### src/rtl/pt_write_port.sv
`default_nettype none
// ============================================================================
//  Module   : pt_write_port
//  Purpose  : Buffers transformed pixels and packs horizontally adjacent
//             pairs into 36-bit frame-buffer words for the memory arbiter.
//  Revision : 1.0  initial release
// ============================================================================
module pt_write_port #(
    parameter int          DEPTH         = 8,
    parameter logic [18:0] FRAME_BASE    = 19'h00000,
    parameter int          FLUSH_TIMEOUT = 15
) (
    input  logic                     clk,
    input  logic                     reset,
    input  logic [17:0]              pt_pixel_write,
    input  logic [9:0]               pt_x,
    input  logic [8:0]               pt_y,
    input  logic                     pt_wr,
    output logic                     ptflag,
    input  logic                     flush,
    output logic                     mem_req,
    output logic [18:0]              mem_addr,
    output logic [35:0]              mem_wdata,
    output logic [1:0]               mem_be,
    input  logic                     mem_grant,
    output logic [$clog2(DEPTH):0]   fifo_count,
    output logic                     overflow
);

    localparam int c_aw = $clog2(DEPTH);
    localparam int c_cw = c_aw + 1;
    localparam int c_ww = (FLUSH_TIMEOUT < 1) ? 1 : $clog2(FLUSH_TIMEOUT + 1);

    localparam logic [c_cw-1:0] c_depth      = c_cw'(DEPTH);
    localparam logic [c_cw-1:0] c_ptflag_max = c_cw'(DEPTH - 3);
    localparam logic [c_ww:0]   c_timeout    = (c_ww + 1)'(FLUSH_TIMEOUT);

    typedef enum logic [1:0] {
        S_IDLE    = 2'd0,
        S_PRESENT = 2'd1,
        S_GAP     = 2'd2
    } state_t;

    // Entry layout: {y[36:28], x[27:18], pixel[17:0]}
    logic [36:0]        fifo_mem [DEPTH];

    state_t             state_q,      state_d;
    logic [c_aw-1:0]    rd_ptr_q,     rd_ptr_d;
    logic [c_aw-1:0]    wr_ptr_q,     wr_ptr_d;
    logic [c_cw-1:0]    fifo_count_q, fifo_count_d;
    logic [c_ww-1:0]    wait_cnt_q,   wait_cnt_d;
    logic               flush_q,      flush_d;
    logic               overflow_q,   overflow_d;
    logic               ptflag_q,     ptflag_d;
    logic               mem_req_q,    mem_req_d;
    logic [18:0]        mem_addr_q,   mem_addr_d;
    logic [35:0]        mem_wdata_q,  mem_wdata_d;
    logic [1:0]         mem_be_q,     mem_be_d;
    logic               pop_two_q,    pop_two_d;

    logic [36:0]        w_head;
    logic [36:0]        w_next;
    logic               w_push;
    logic               w_drop;
    logic               w_partner;
    logic               w_lone_even;
    logic               w_force;
    logic               w_ready;
    logic               w_pop_two;
    logic [1:0]         w_be;
    logic [35:0]        w_wdata;
    logic [18:0]        w_addr;
    logic [1:0]         w_pop;

    always_comb begin
        w_head      = fifo_mem[rd_ptr_q];
        w_next      = fifo_mem[rd_ptr_q + 1'b1];
        w_push      = pt_wr && (fifo_count_q != c_depth);
        w_drop      = pt_wr && (fifo_count_q == c_depth);
        w_partner   = (fifo_count_q >= c_cw'(2))
                      && (w_next[36:28] == w_head[36:28])
                      && (w_next[27:18] == (w_head[27:18] + 10'd1));
        w_lone_even = (fifo_count_q == c_cw'(1)) && !w_head[18];
        // The current waiting cycle counts toward the timeout, so the word is
        // decided on the FLUSH_TIMEOUT-th waiting cycle.
        w_force     = flush_q || flush
                      || (({1'b0, wait_cnt_q} + 1'b1) >= c_timeout);

        w_ready   = 1'b0;
        w_pop_two = 1'b0;
        w_be      = 2'b00;
        w_wdata   = 36'd0;
        if (fifo_count_q != '0) begin
            if (w_head[18]) begin
                w_ready = 1'b1;
                w_be    = 2'b01;
                w_wdata = {18'd0, w_head[17:0]};
            end else if (w_partner) begin
                w_ready   = 1'b1;
                w_pop_two = 1'b1;
                w_be      = 2'b11;
                w_wdata   = {w_head[17:0], w_next[17:0]};
            end else if (!w_lone_even || w_force) begin
                w_ready = 1'b1;
                w_be    = 2'b10;
                w_wdata = {w_head[17:0], 18'd0};
            end
        end

        // y*320 = (y<<8) + (y<<6), wrapped to the 19-bit word space
        w_addr = FRAME_BASE
                 + ({10'd0, w_head[36:28]} << 8)
                 + ({10'd0, w_head[36:28]} << 6)
                 + {10'd0, w_head[27:19]};
    end

    always_comb begin
        state_d     = state_q;
        mem_req_d   = mem_req_q;
        mem_addr_d  = mem_addr_q;
        mem_wdata_d = mem_wdata_q;
        mem_be_d    = mem_be_q;
        pop_two_d   = pop_two_q;
        w_pop       = 2'd0;

        case (state_q)
            S_IDLE: begin
                if (w_ready) begin
                    state_d     = S_PRESENT;
                    mem_req_d   = 1'b1;
                    mem_addr_d  = w_addr;
                    mem_wdata_d = w_wdata;
                    mem_be_d    = w_be;
                    pop_two_d   = w_pop_two;
                end
            end
            S_PRESENT: begin
                if (mem_grant) begin
                    w_pop     = pop_two_q ? 2'd2 : 2'd1;
                    state_d   = S_GAP;
                    mem_req_d = 1'b0;
                end
            end
            S_GAP:   state_d = S_IDLE;
            default: state_d = S_IDLE;
        endcase

        if ((state_q == S_IDLE) && w_lone_even && !w_ready) begin
            wait_cnt_d = wait_cnt_q + 1'b1;
        end else begin
            wait_cnt_d = '0;
        end

        rd_ptr_d     = rd_ptr_q + c_aw'(w_pop);
        wr_ptr_d     = wr_ptr_q + c_aw'(w_push);
        fifo_count_d = fifo_count_q + c_cw'(w_push) - c_cw'(w_pop);
        overflow_d   = overflow_q || w_drop;
        ptflag_d     = (fifo_count_d <= c_ptflag_max);
        flush_d      = (flush_q || flush) && (fifo_count_d != '0);
    end

    always_ff @(posedge clk) begin
        if (w_push) begin
            fifo_mem[wr_ptr_q] <= {pt_y, pt_x, pt_pixel_write};
        end
    end

    always_ff @(posedge clk) begin
        if (reset) begin
            state_q      <= S_IDLE;
            rd_ptr_q     <= '0;
            wr_ptr_q     <= '0;
            fifo_count_q <= '0;
            wait_cnt_q   <= '0;
            flush_q      <= 1'b0;
            overflow_q   <= 1'b0;
            ptflag_q     <= 1'b0;
            mem_req_q    <= 1'b0;
            mem_addr_q   <= '0;
            mem_wdata_q  <= '0;
            mem_be_q     <= '0;
            pop_two_q    <= 1'b0;
        end else begin
            state_q      <= state_d;
            rd_ptr_q     <= rd_ptr_d;
            wr_ptr_q     <= wr_ptr_d;
            fifo_count_q <= fifo_count_d;
            wait_cnt_q   <= wait_cnt_d;
            flush_q      <= flush_d;
            overflow_q   <= overflow_d;
            ptflag_q     <= ptflag_d;
            mem_req_q    <= mem_req_d;
            mem_addr_q   <= mem_addr_d;
            mem_wdata_q  <= mem_wdata_d;
            mem_be_q     <= mem_be_d;
            pop_two_q    <= pop_two_d;
        end
    end

    assign ptflag     = ptflag_q;
    assign mem_req    = mem_req_q;
    assign mem_addr   = mem_addr_q;
    assign mem_wdata  = mem_wdata_q;
    assign mem_be     = mem_be_q;
    assign fifo_count = fifo_count_q;
    assign overflow   = overflow_q;

endmodule
`default_nettype wire

### config.mk
export PLATFORM = sky130hd
export DESIGN_NAME = pt_write_port
export DESIGN_NICKNAME = d
export VERILOG_FILES = /design/src/rtl/pt_write_port.sv
export SDC_FILE = /design/constraint.sdc
export NUM_CORES = 1
export LEC_CHECK = 0
export CAP_MARGIN = 20
export CELL_PAD_IN_SITES_DETAIL_PLACEMENT = 1
export CELL_PAD_IN_SITES_GLOBAL_PLACEMENT = 1
export CORE_MARGIN = 2
export CORE_UTILIZATION = 45
export CTS_BUF_LIST = sky130_fd_sc_hd__clkbuf_8
export DETAILED_ROUTE_END_ITERATION = 8
export PLACE_DENSITY = 0.83
export SLEW_MARGIN = 20
export SYNTH_ARGS = -nofsm -noshare
export SYNTH_HDL_FRONTEND = slang
export SYNTH_SLANG_ARGS = --single-unit
### constraint.sdc
create_clock -name clk -period 8.75 [get_ports clk]
set_clock_uncertainty 0.1 [all_clocks]
set_input_delay 0.875 -clock clk [delete_from_list [all_inputs] [get_ports clk]]
set_output_delay 0.875 -clock clk [all_outputs]
set_load 0.02 [all_outputs]
# Word-level counts from Yosys, hierarchy flattened
# Memories as Yosys holds them, arrays and structs flattened. A register that Yosys moved wholly into a read port is not among the register bits.
# Cells that the tools add are included.
op_classes:
  add_sub_neg: 10
  order_cmp: 3
  n_eq_ne: 8
  muxes: 27
  bitwise_logic: 1
  n_reduce_logical: 23
op_table:
  columns: ["cell", "n"]
  rows:
  - ["$mux W36", 4]
  - ["$add A18 B9 Y19", 1]
  - ["$add A17 B15 Y18", 1]
  - ["$mux W2", 9]
  - ["$mux W1", 11]
  - ["$add A10 B1 Y10 const B", 1]
  - ["$eq A10 B10 Y1", 1]
  - ["$eq A9 B9 Y1", 1]
  - ["$logic_and A1 B1 Y1", 8]
  - ["$reduce_bool A4 Y1", 2]
  - ["$add A4 B1 Y5 const B", 1]
  - ["$ge A5 B4 Y1 const B", 1]
  - ["$add A4 B1 Y4", 1]
  - ["$add A4 B1 Y4 const B", 1]
  - ["$eq A4 B1 Y1 const B", 1]
  - ["$eq A4 B4 Y1 const B", 1]
  - ["$ge A4 B2 Y1 const B", 1]
  - ["$le A4 B3 Y1 const B", 1]
  - ["$logic_or A1 B1 Y1", 4]
  - ["$ne A2 B2 Y1 const B", 2]
  - ["$ne A4 B4 Y1 const B", 1]
  - ["$pmux W2 S2", 1]
  - ["$reduce_and A2 Y1", 2]
  - ["$sub A4 B2 Y4", 1]
  - ["other kinds (12)", 14]
word_totals:
  reg_bits: 78
  mem_bits_rw: 296
  input_bits: 42
  output_inout_bits: 64
  elab_cells: 86
  n_memories: 1
memory_table:
  columns: ["name", "words", "word_bits", "rd", "rd_ports_with_merged_regs", "wr", "line", "text"]
  rows:
  - ["fifo_mem", 8, 37, 2, 1, 1, "45", "logic [36:0] fifo_mem [DEPTH];"]

# Longest topological paths before layout
# Gate-level depths: netlist of the first run.
logic_depth:
  ltp_word: 12
  ltp_mapped: 18
  ltp_nobuf: 14

# Worst setup path before layout of the first run
# OpenSTA, ideal clock, no wires.
synth_path:
  kind: "in2reg"
  from: "in pt_wr"
  to: "mem fifo_mem[0][0], enable pin"
  arrival_ns: 3.772
  slack_ns: 4.401
  cell_stages: 3
  path_cell_list: "nor2b_1 nand2b_1 nor3_1"
synth_via:
  elab_chain_len: 3
synth_lines:
  columns: ["element", "line", "text"]
  rows:
  - ["start: declaration", "18", "input logic pt_wr,"]
  - ["$logic_and A1 B1 Y1", "78", "w_push = pt_wr && (fifo_count_q != c_depth);"]
  - ["$mux W1", "163", "if (w_push) begin"]
  - ["$mux W1 (implied by the code)", "164", "fifo_mem[wr_ptr_q] <= {pt_y, pt_x, pt_pixel_write};"]
  - ["end: declaration", "45", null]
# Every way passes these cells.

# Final worst setup path of the first run
layout_path:
  from: "reg rd_ptr_q[0]"
  to: "reg mem_addr_q[16], in the netlist mem_addr[16]"
layout_via:
  elab_chain_len: 9
layout_lines:
  columns: ["element", "line", "text"]
  rows:
  - ["start: declaration", "48", "logic [c_aw-1:0] rd_ptr_q, rd_ptr_d;"]
  - ["start signal: assignment", "185", "rd_ptr_q <= rd_ptr_d;"]
  - ["$add A3 B1 Y3 (*)", "77", "w_next = fifo_mem[rd_ptr_q + 1'b1];"]
  - ["$mem_v2 Z8 W37 (*)", null, null]
  - ["$eq A9 B9 Y1", "81", "&& (w_next[36:28] == w_head[36:28])"]
  - ["$logic_and A1 B1 Y1", "81", null]
  - ["$logic_and A1 B1 Y1 (*)", "82", "&& (w_next[27:18] == (w_head[27:18] + 10'd1));"]
  - ["$mux W1 (*)", "98", "end else if (w_partner) begin"]
  - ["$mux W1 (*)", "94", "if (w_head[18]) begin"]
  - ["$mux W1 (*)", "93", "if (fifo_count_q != '0) begin"]
  - ["$reduce_and A2 Y1 (no line) (*)", null, null]
  - ["end signal: assignment", "193", "mem_addr_q <= mem_addr_d;"]
  - ["end: declaration", "56", "logic [18:0] mem_addr_q, mem_addr_d;"]
# Every way passes the cells marked *; elsewhere a longest branch is shown, timed or not.
# A chain may end at the register's enable or synchronous reset.

==> results of run 1 <==
==> flip-flops by register name, indices dropped and copies added (netlist names) <==
| register | count |
|---|---|
| fifo_mem | 296 |
| mem_wdata | 36 |
| mem_addr | 18 |
| fifo_count | 4 |
| wait_cnt_q | 4 |
| rd_ptr_q | 3 |
| wr_ptr_q | 3 |
| mem_be | 2 |
| state_q | 2 |
| flush_q | 1 |
| mem_req | 1 |
| overflow | 1 |
| pop_two_q | 1 |
| ptflag | 1 |
==> power by group <==
| part | total (uW) | switching, uW | internal [uW] |
|---|---|---|---|
| Combinational | 2290 | 1300 | 995 |
| Sequential | 2260 | 148 | 2110 |
| Clock | 1360 | 712 | 645 |
==> metrics by stage <==
step / hold slack (ns) / worst slack (ns) / util / total power [uW]
detailed placement: 0.355 / 3.46 / 0.491 / 4560
finish: 0.358 / 3.51 / 0.518 / 5910
floorplan: 0.399 / 4.40 / - / 3870
CTS: 0.364 / 3.46 / 0.517 / 5920
global placement: 0.344 / 3.56 / 0.491 / 4460
global route: 0.385 / 3.20 / 0.518 / 6210
==> critical path, cell delays in order (launching register included) <==
cell	delay [ns]
dfxtp_4	0.71
buf_12	0.64
mux4_2	0.63
nand2_1	0.10
nand2_1	0.15
fa_1	0.57
ha_1	0.25
a21o_1	0.19
a21oi_1	0.24
o21bai_1	0.11
a21oi_1	0.29
o21ai_0	0.27
a2111o_1	0.46
a31oi_1	0.18
nor3_1	0.07
==> routing by layer <==
layer	routed length (um)	global-route usage
met4	1650	0.0982
met2	25200	0.400
met5	0	0
met1	19800	0.306
met3	2830	0.0374
==> cell usage in the layout, fill, tap and decap left out, types with 11 or more instances in the layout <==
cell / n
a21oi_1: 60
clkinv_1: 18
o22ai_1: 11
nor2_1: 67
buf_4: 20
mux2i_1: 76
mux4_2: 145
inv_1: 33
or3_1: 19
clkbuf_8: 60
nor2b_1: 12
edfxtp_1: 296
ha_1: 30
clkdlybuf4s50_1: 103
xor2_1: 22
clkinv_2: 11
nor3_1: 28
xnor2_1: 25
a41o_1: 20
dfxtp_1: 74
o21ai_0: 12
nand2_1: 101
==> logic make-up after synthesis <==
kind of cell / after synthesis
DFF: 373
other: 1
adders and majority gates: 35
xor gates and xnor gates: 48
buffers and inverters: 100
AOI/OAI and AO/OA: 152
and+or+nand+nor: 270
muxes: 239
==> layout make-up <==
| type | instances | area, um2 | area share |
|---|---|---|---|
| antenna | 2 | 5.00 | 0.000238 |
| sequential | 373 | 10400 | 0.496 |
| clock buffer | 60 | 826 | 0.0392 |
| tap | 532 | 666 | 0.0316 |
| timing repair buffer | 126 | 1230 | 0.0586 |
| clock inverter | 50 | 230 | 0.0109 |
| multi-input combinational | 745 | 7590 | 0.361 |
| inverter | 15 | 56.3 | 0.00267 |
==> final timing paths <==
check                 end  slack (ns)  cells past startpoint
max          mem_addr[16]        3.51                     14
min          mem_addr[12]        0.36                      2
max reg2reg  mem_addr[16]        3.51                     14
min reg2reg  mem_addr[12]        0.36                      2
==> results.txt, run 1 <==
Core Footprint - 40,600 um2
Skew-Pair Late Insertion Delay - 0.64 ns
FF-to-FF Start - rd_ptr_q[0]
Initial DRC count - 982
Largest family of logic cells by synthesized area - multiplexers
Crit Path Category - register to register
Unrepaired setup endpoints after global routing - false
CTS Hold Bufs - 0
Xor-xnor portion of the synthesized cell area - 0.0232
Via/cell ratio - 6.11
Peak VDD IR - 0.147 mV
Sequential share of the synthesized area - 0.565
Cells after Synth - 1,218
WP data required - 9.13 ns
Via count of the first global-routing pass - 12,458
Simple-Gate Fraction of Synth Area - 0.0666
Cell taking the most area after synthesis - edfxtp_1
Clk pin slew, worst setup/hold paths - 0.06 ns
Htree depth - 2
Worst hold path class - register to register
Crit end category - register
Crit path launch - rd_ptr_q[0]
Layout fillers - 3,896
TritonCTS clock tree - done
# DRC - 0
Root Buffer - clkbuf_8
Final setup fails - 0
Yosys warns - 0
P_leak - 0.00699 uW
Synthesized cell area - 18,500 um2
Port bufs - 104
Power Density - 281 nW/um2
Largest cells by area after synthesis - edfxtp_1, mux4_2, dfxtp_1
Post-synthesis compound-gate area fraction - 0.0559
DP HPWL - 32.0 mm
Gr usage total - 0.237
Syn avg cell area - 15.2 um2
ANT nets after route - 0
Period utilisation layout - 0.599
Post-synthesis mux area share - 0.235
Vias - 11,620
Crit path max fanout - 131
Synthesis-to-layout area growth - 13.9%
Total grt overflow - 0
IO Pins - 106
Run status - completed
Largest net degree at the start of global routing - 132
Final std cells w/o fill - 1,903
Die Ht - 207 um
Async SR Flop Fraction - 0
Initial Util - 0.455
EDFF count, synth - 296
TritonCTS Sinks - 373
Crit path launch type - register
Hold Vio Cnt, Final - 0
Routability cong. - 0.812
Post-cts resize count - 0
Layout cells sized above 1 - 0.202
Rel. slew slack - 0.306
Die outline width - 207 um
Min Clock Period, post-route - 5.24 ns
Die area - 42,700 um2
First-pass GRT wire length - 75.5 mm
FMAX - 0.191 GHz
Max cap viols - 0
Synth cell types - 65
Count leader, synth - edfxtp_1
FF+latch count, synth - 373
DRT Wirelength - 49.5 mm
WL/cell - 26.0 um
Final TNS setup - 0 ns
Top cells by count, synth - edfxtp_1, mux4_2, nand2_1, dfxtp_1, mux2i_1
Primary FF master, synth - edfxtp_1
Post-layout instance area - 21,000 um2
Final Max Slew Viols - 0
Antenna violations before repair - 2
DR pass1 iterations - 5
Adder-cell area share of the yosys netlist - 0.0253
Total CTS buffers - 59
Worst-margin pin slew - 1.04 ns
Arrival time worst endpoint - 5.62 ns
Clock Tree Buf Depth - 3
Cells after DPL - 1,790
Nets@finish - 1,397
# Post-CTS Setup Buffers - 0
Synth top area share - 0.481
Cell Rows - 74
Synthesized Nets - 1,295
Area after DPL - 20,000 um2
Hold Crit Start - mem_addr[12]
Note: power is estimated with default switching activity, not from simulation.
==> inputs of run 2 (changes only) <==
--- a/config.mk
+++ b/config.mk
@@ -12,7 +12,7 @@
 export CORE_UTILIZATION = 45
 export CTS_BUF_LIST = sky130_fd_sc_hd__clkbuf_8
 export DETAILED_ROUTE_END_ITERATION = 8
-export PLACE_DENSITY = 0.83
+export PLACE_DENSITY = 0.86
 export SLEW_MARGIN = 20
 export SYNTH_ARGS = -nofsm -noshare
 export SYNTH_HDL_FRONTEND = slang
==> constraint.sdc (replaced) <==
create_clock -name clk -period 4.3 [get_ports clk]
set_clock_uncertainty 0.1 [all_clocks]
set_input_delay 0.43 -clock clk [delete_from_list [all_inputs] [get_ports clk]]
set_output_delay 0.43 -clock clk [all_outputs]
set_load 0.02 [all_outputs]
==> results.txt, run 2 (synthesis gave the netlist of run 1 again) <==
Run status - completed
Core Footprint - 40,600 um2 (unchanged)
Die Ht - 207 um (unchanged)
Crit Path Category - register to register
Met2 usage - 0.425 (+0.0247)
Htree depth - 2 (unchanged)
DP HPWL - 34.0 mm (+6.4%)
Peak VDD IR - 0.236 mV (+60%)
WL/cell - 27.0 um (+3.8%)
Initial DRC count - 1,075 (+9.5%)
Crit path max fanout - 50 (-62%)
Power Density - 597 nW/um2 (+110%)
Port bufs - 104 (unchanged)
Total grt overflow - 0 (unchanged)
Layout cells sized above 1 - 0.225 (+0.0233)
Worst-margin pin slew - 1.08 ns (+0.0392 ns)
P_leak - 0.00719 uW (+2.9%)
First-pass GRT wire length - 78.6 mm (+4.1%)
Worst hold path class - register to register
Layout fillers - 3,880 (-0.41%)
# DRC - 0 (unchanged)
ANT nets after route - 0 (unchanged)
Via count of the first global-routing pass - 13,039 (+4.7%)
DR pass1 iterations - 5 (unchanged)
TritonCTS Sinks - 373 (unchanged)
Final TNS setup - 0 ns (unchanged)
Worst Hold Slack - 0.350 ns (-0.00810 ns)
Total CTS buffers - 59 (unchanged)
Routability cong. - 0.892 (+9.9%)
Most common cell after layout, fill and taps aside - edfxtp_1
Reg2Reg Setup Slack - 0.20 ns (-3.31 ns)
Vias - 12,098 (+4.1%)
GRT met1 Usage - 0.303 (-0.00266)
Period utilisation layout - 0.953 (+0.354)
Clock Tree Buf Depth - 3 (unchanged)
Initial Util - 0.455 (unchanged)
Root Buffer - clkbuf_8
Crit path launch type - register
Clk pin slew, worst setup/hold paths - 0.07 ns (about the same)
Unrepaired setup endpoints after global routing - false
Final Max Slew Viols - 0 (unchanged)
Arrival time worst endpoint - 4.46 ns (-1.16 ns)
Die outline width - 207 um (unchanged)
Met3 global-route usage - 0.0493 (+0.0119)
Nets@finish - 1,414 (+1.2%)
Largest register FFs - 296 (unchanged)
Skew-Pair Late Insertion Delay - 0.64 ns (about the same)
DRT Wirelength - 52.0 mm (+4.9%)
Die area - 42,700 um2 (unchanged)
Cell Rows - 74 (unchanged)
Rel. slew slack - 0.280 (-0.0262)
WP data required - 4.66 ns (-4.47 ns)
Most frequent cells in the layout - edfxtp_1, mux4_2, clkdlybuf4s50_1
FMAX - 0.244 GHz (+28%)
Antenna violations before repair - 4 (+2)
IO Pins - 106 (unchanged)
Top reg by flops - fifo_mem
Gr usage total - 0.247 (+0.0102)
Max cap viols - 0 (unchanged)
Crit end category - register
Synthesis-to-layout area growth - 16.7%
Final setup fails - 0 (unchanged)
Largest net degree at the start of global routing - 75 (-43%)
Via/cell ratio - 6.29 (+3.0%)
Hold Vio Cnt, Final - 0 (unchanged)
GRT Max-Usage Layer - met2
TritonCTS clock tree - done
Min Clock Period, post-route - 4.10 ns (-1.14 ns)
-- run 2: cell count changes in the layout (fill, tap and decap cells not counted), moves of 3 or more --
cell       change
clkinv_2       +3
buf_4          +6
inv_1          -8
clkbuf_8       +4
bufinv_16      +7
buf_12        +10
clkinv_1       -7
-- run 2: cell type report --
type                            instances  area (um2)  area share
Clock inverter                         47         415      0.0193
Timing Repair Buffer                  143        1470      0.0684
Clock buffer                           64         881      0.0409
Sequential cell                       373       10400       0.484
Tap cell                              532         666      0.0309
Antenna cell                            4        10.0    0.000464
Multi-Input combinational cell        745        7620       0.353
Inverter                               15        56.3     0.00261
-- run 2: path summary, 6_finish.rpt --
| check | start | endpoint | cells past startpoint |
|---|---|---|---|
| worst max register to register | rd_ptr_q[0] | mem_addr[16] | 12 |
| worst min-delay path | mem_addr[15] | mem_addr[15] | 2 |
| worst max-delay path | rd_ptr_q[0] | mem_addr[16] | 12 |
| worst min register to register | mem_addr[15] | mem_addr[15] | 2 |
-- run 2: worst max-delay path, cell delays in order (launching register included) --
cell and delay, ns:
dfxtp_4 0.37, buf_12 0.16, buf_4 0.64, mux4_2 0.62, nand2_1 0.10, nand2_1 0.16, ha_1 0.33, ha_1 0.35
a21oi_1 0.18, o21ai_1 0.17, a2111o_1 0.44, a31oi_1 0.18, nor3_1 0.08
-- run 2: layer usage --
| layer | up-vias | share of wire |
|---|---|---|
| met5 | - | 0.00052 |
| met4 | 4 | 0.034 |
| met3 | 137 | 0.075 |
| met2 | 549 | 0.51 |
| met1 | 6317 | 0.38 |
| li1 | 5091 | - |
-- run 2: report_power, final --
group | switching (uW) | total, uW | internal (uW) | leakage, uW
clock network | 1460 | 3280 | 1810 | 0.000706
registers | 256 | 4550 | 4290 | 0.00332
logic | 2910 | 5050 | 2140 | 0.00316
total | 4630 | 12900 | 8240 | 0.00719
-- run 2: repair_timing --
action	in CTS	in global routing
pin swaps	0	1
hold buffers	0	0
resized for setup	0	6
gates cloned	0	0
endpoints found under the setup margin	1	24
buffers inserted	1	1
-- run 2: per-stage QoR --
stage / util / instance area, um2 / total power [uW] / cells / setup WS, ns
after global routing: 0.530 / 21600 / 13400 / 1920 / 0.0170
final: 0.530 / 21600 / 12900 / 1923 / 0.203
after CTS: 0.529 / 21500 / 12800 / 1918 / 0.0640
after floorplan: - / 18500 / 7870 / 1218 / 0.239
after detailed placement: 0.497 / 20200 / 9490 / 1806 / 0.0607
after global placement: 0.497 / 20200 / 9230 / 1806 / 0.283
==> inputs of run 3 (changes only) <==
--- a/config.mk
+++ b/config.mk
@@ -10,7 +10,7 @@
 export CELL_PAD_IN_SITES_GLOBAL_PLACEMENT = 1
 export CORE_MARGIN = 2
 export CORE_UTILIZATION = 45
-export CTS_BUF_LIST = sky130_fd_sc_hd__clkbuf_8
+export CTS_BUF_LIST = sky130_fd_sc_hd__clkbuf_16
 export DETAILED_ROUTE_END_ITERATION = 8
 export PLACE_DENSITY = 0.86
 export SLEW_MARGIN = 20
==> results.txt, run 3 (synthesis gave the netlist of run 1 again) <==
Skew-Pair Late Insertion Delay - 0.55 ns (-0.09 ns)
Antenna violations before repair - 5 (+1)
Clk pin slew, worst setup/hold paths - 0.07 ns (about the same)
Most common cell after layout, fill and taps aside - edfxtp_1
Violated checks - negative setup slack
First-pass GRT wire length - 79.2 mm (+0.83%)
Slowest stage delay, CP - 0.85 ns (+0.21 ns)
ANT nets after route - 0 (unchanged)
Htree depth - 2 (unchanged)
Rel. slew slack - 0.309 (+0.0288)
Total CTS buffers - 39 (-34%)
Cell Rows - 74 (unchanged)
Routability cong. - 0.892 (unchanged)
CTS Hold Bufs - 0 (unchanged)
Nets@finish - 1,397 (-1.2%)
Layout fillers - 3,825 (-1.4%)
Final setup fails - 16 (+16)
Slowest cell on the critical path - a41o_1
WP data required - 4.69 ns (+0.03 ns)
Most frequent cells in the layout - edfxtp_1, mux4_2, clkdlybuf4s50_1
Final TNS setup - -0.299 ns (-0.299 ns)
Largest register FFs - 296 (unchanged)
Worst path most repeated cell - a41o_1
P_leak - 0.00713 uW (-0.77%)
Clock Tree Buf Depth - 3 (unchanged)
Peak VDD IR - 0.262 mV (+11%)
Power Density - 604 nW/um2 (+1.1%)
Synthesis-to-layout area growth - 16.7% (about the same)
# DRC - 0 (unchanged)
DRT Wirelength - 52.7 mm (+1.5%)
Initial DRC count - 1,170 (+8.8%)
Die outline width - 207 um (unchanged)
FMAX - 0.230 GHz (-5.6%)
Area after DPL - 20,200 um2 (unchanged)
DP HPWL - 34.0 mm (unchanged)
Final Max Slew Viols - 0 (unchanged)
Via/cell ratio - 6.30 (+0.21%)
Die Ht - 207 um (unchanged)
Run status - finished with violations
Crit end category - register
Top reg by flops - fifo_mem
Crit path launch type - register
TritonCTS Sinks - 373 (unchanged)
Hold Vio Cnt, Final - 0 (unchanged)
Largest net degree at the start of global routing - 75 (unchanged)
Cells after DPL - 1,806 (unchanged)
Arrival time worst endpoint - 4.73 ns (+0.27 ns)
Total grt overflow - 0 (unchanged)
Period utilisation layout - 1.01 (+0.0566)
Final std cells w/o fill - 1,886 (-1.9%)
Core Footprint - 40,600 um2 (unchanged)
Port bufs - 104 (unchanged)
Cells along the critical path - buf_6 > ha_4 > buf_12 > mux4_2 > mux2i_1 > and3_1 > a211oi_1 > nor3_1 > a41o_1 > a41o_1
Max cap viols - 0 (unchanged)
Worst-margin pin slew - 1.04 ns (-0.0433 ns)
WL/cell - 28.0 um (+3.5%)
DR pass1 iterations - 5 (unchanged)
Post-layout instance area - 21,600 um2 (about the same)
Worst hold path class - register to register
Gr usage total - 0.251 (+0.00363)
Initial Util - 0.455 (unchanged)
Die area - 42,700 um2 (unchanged)
IO Pins - 106 (unchanged)
Vias - 11,890 (-1.7%)
Utilization after layout - 0.530 (about the same)
TritonCTS clock tree - done
Worst Hold Slack - 0.350 ns (+0.000263 ns)
Setup WS post-layout - -0.0407 ns (-0.243 ns)
Layout cells sized above 1 - 0.207 (-0.0181)
Min Clock Period, post-route - 4.34 ns (+0.243 ns)
Root Buffer - clkbuf_16
Crit path max fanout - 33 (-34%)
Crit Path Category - register to register
Via count of the first global-routing pass - 12,750 (-2.2%)
-- run 3: changes by cell type in the layout (fill, tap and decap cells not counted), sizes merged --
| cell | change |
|---|---|
| bufinv | -2 |
| inv | -5 |
| diode | +1 |
| buf | +3 |
| clkinv | -10 |
| clkbuf | -25 |
| clkinvlp | +1 |
-- run 3: cell type report --
class | instances | area, um2 | share of cell area
diodes | 5 | 12.5 | 0.000580
clock buffers | 39 | 976 | 0.0453
clock inverters | 31 | 297 | 0.0138
inverters | 15 | 56.3 | 0.00261
multi-input cells | 745 | 7610 | 0.353
flip-flops and latches | 373 | 10400 | 0.484
well taps | 532 | 666 | 0.0309
repair buffers | 146 | 1510 | 0.0698
-- run 3: critical path, delay by kind of cell, from the launching register on --
family / cells / cell delay (ns)
fa+ha+maj: 1 / 0.54
simple gates: 2 / 0.71
flops: 1 / 0.39
compound gates: 3 / 1.29
buf+inv: 2 / 0.49
mux: 2 / 0.74
-- run 3: report_power, final --
part	switching (uW)	internal (uW)
clock	1410	1960
combinational	2940	2150
sequential	265	4290
total	4610	8400
-- run 3: per-layer routing --
metal	track usage	routed length, um	vias to the layer above
li1	-	-	5043
met4	0.106	1930	4
met5	0	27	-
met3	0.0520	3780	148
met1	0.307	19800	6159
met2	0.432	27200	536
-- run 3: path summary, 6_finish.rpt --
kind / slack [ns] / depth (start not counted) / endpoint / start
hold / removal: 0.35 / 2 / mem_addr[15] / mem_addr[15]
setup / recovery: -0.04 / 10 / mem_wdata[16] / rd_ptr_q[0]
setup reg to reg: -0.04 / 10 / mem_wdata[16] / rd_ptr_q[0]
hold reg to reg: 0.35 / 2 / mem_addr[15] / mem_addr[15]
-- run 3: repair_timing --
item | 4_1_cts | 5_1_grt
cloned | 0 | 0
gates resized for setup | 0 | 3
pin swaps | 0 | 0
setup endpoints to repair | 2 | 31
setup buffers | 1 | 4
-- run 3: metrics by stage --
step	worst slack (ns)	total power, uW
2_1_floorplan	0.239	7870
3_3_place_gp	0.283	9230
3_5_place_dp	0.0607	9490
4_1_cts	0.0120	12900
5_1_grt	-0.190	13500
6_report	-0.0407	13000
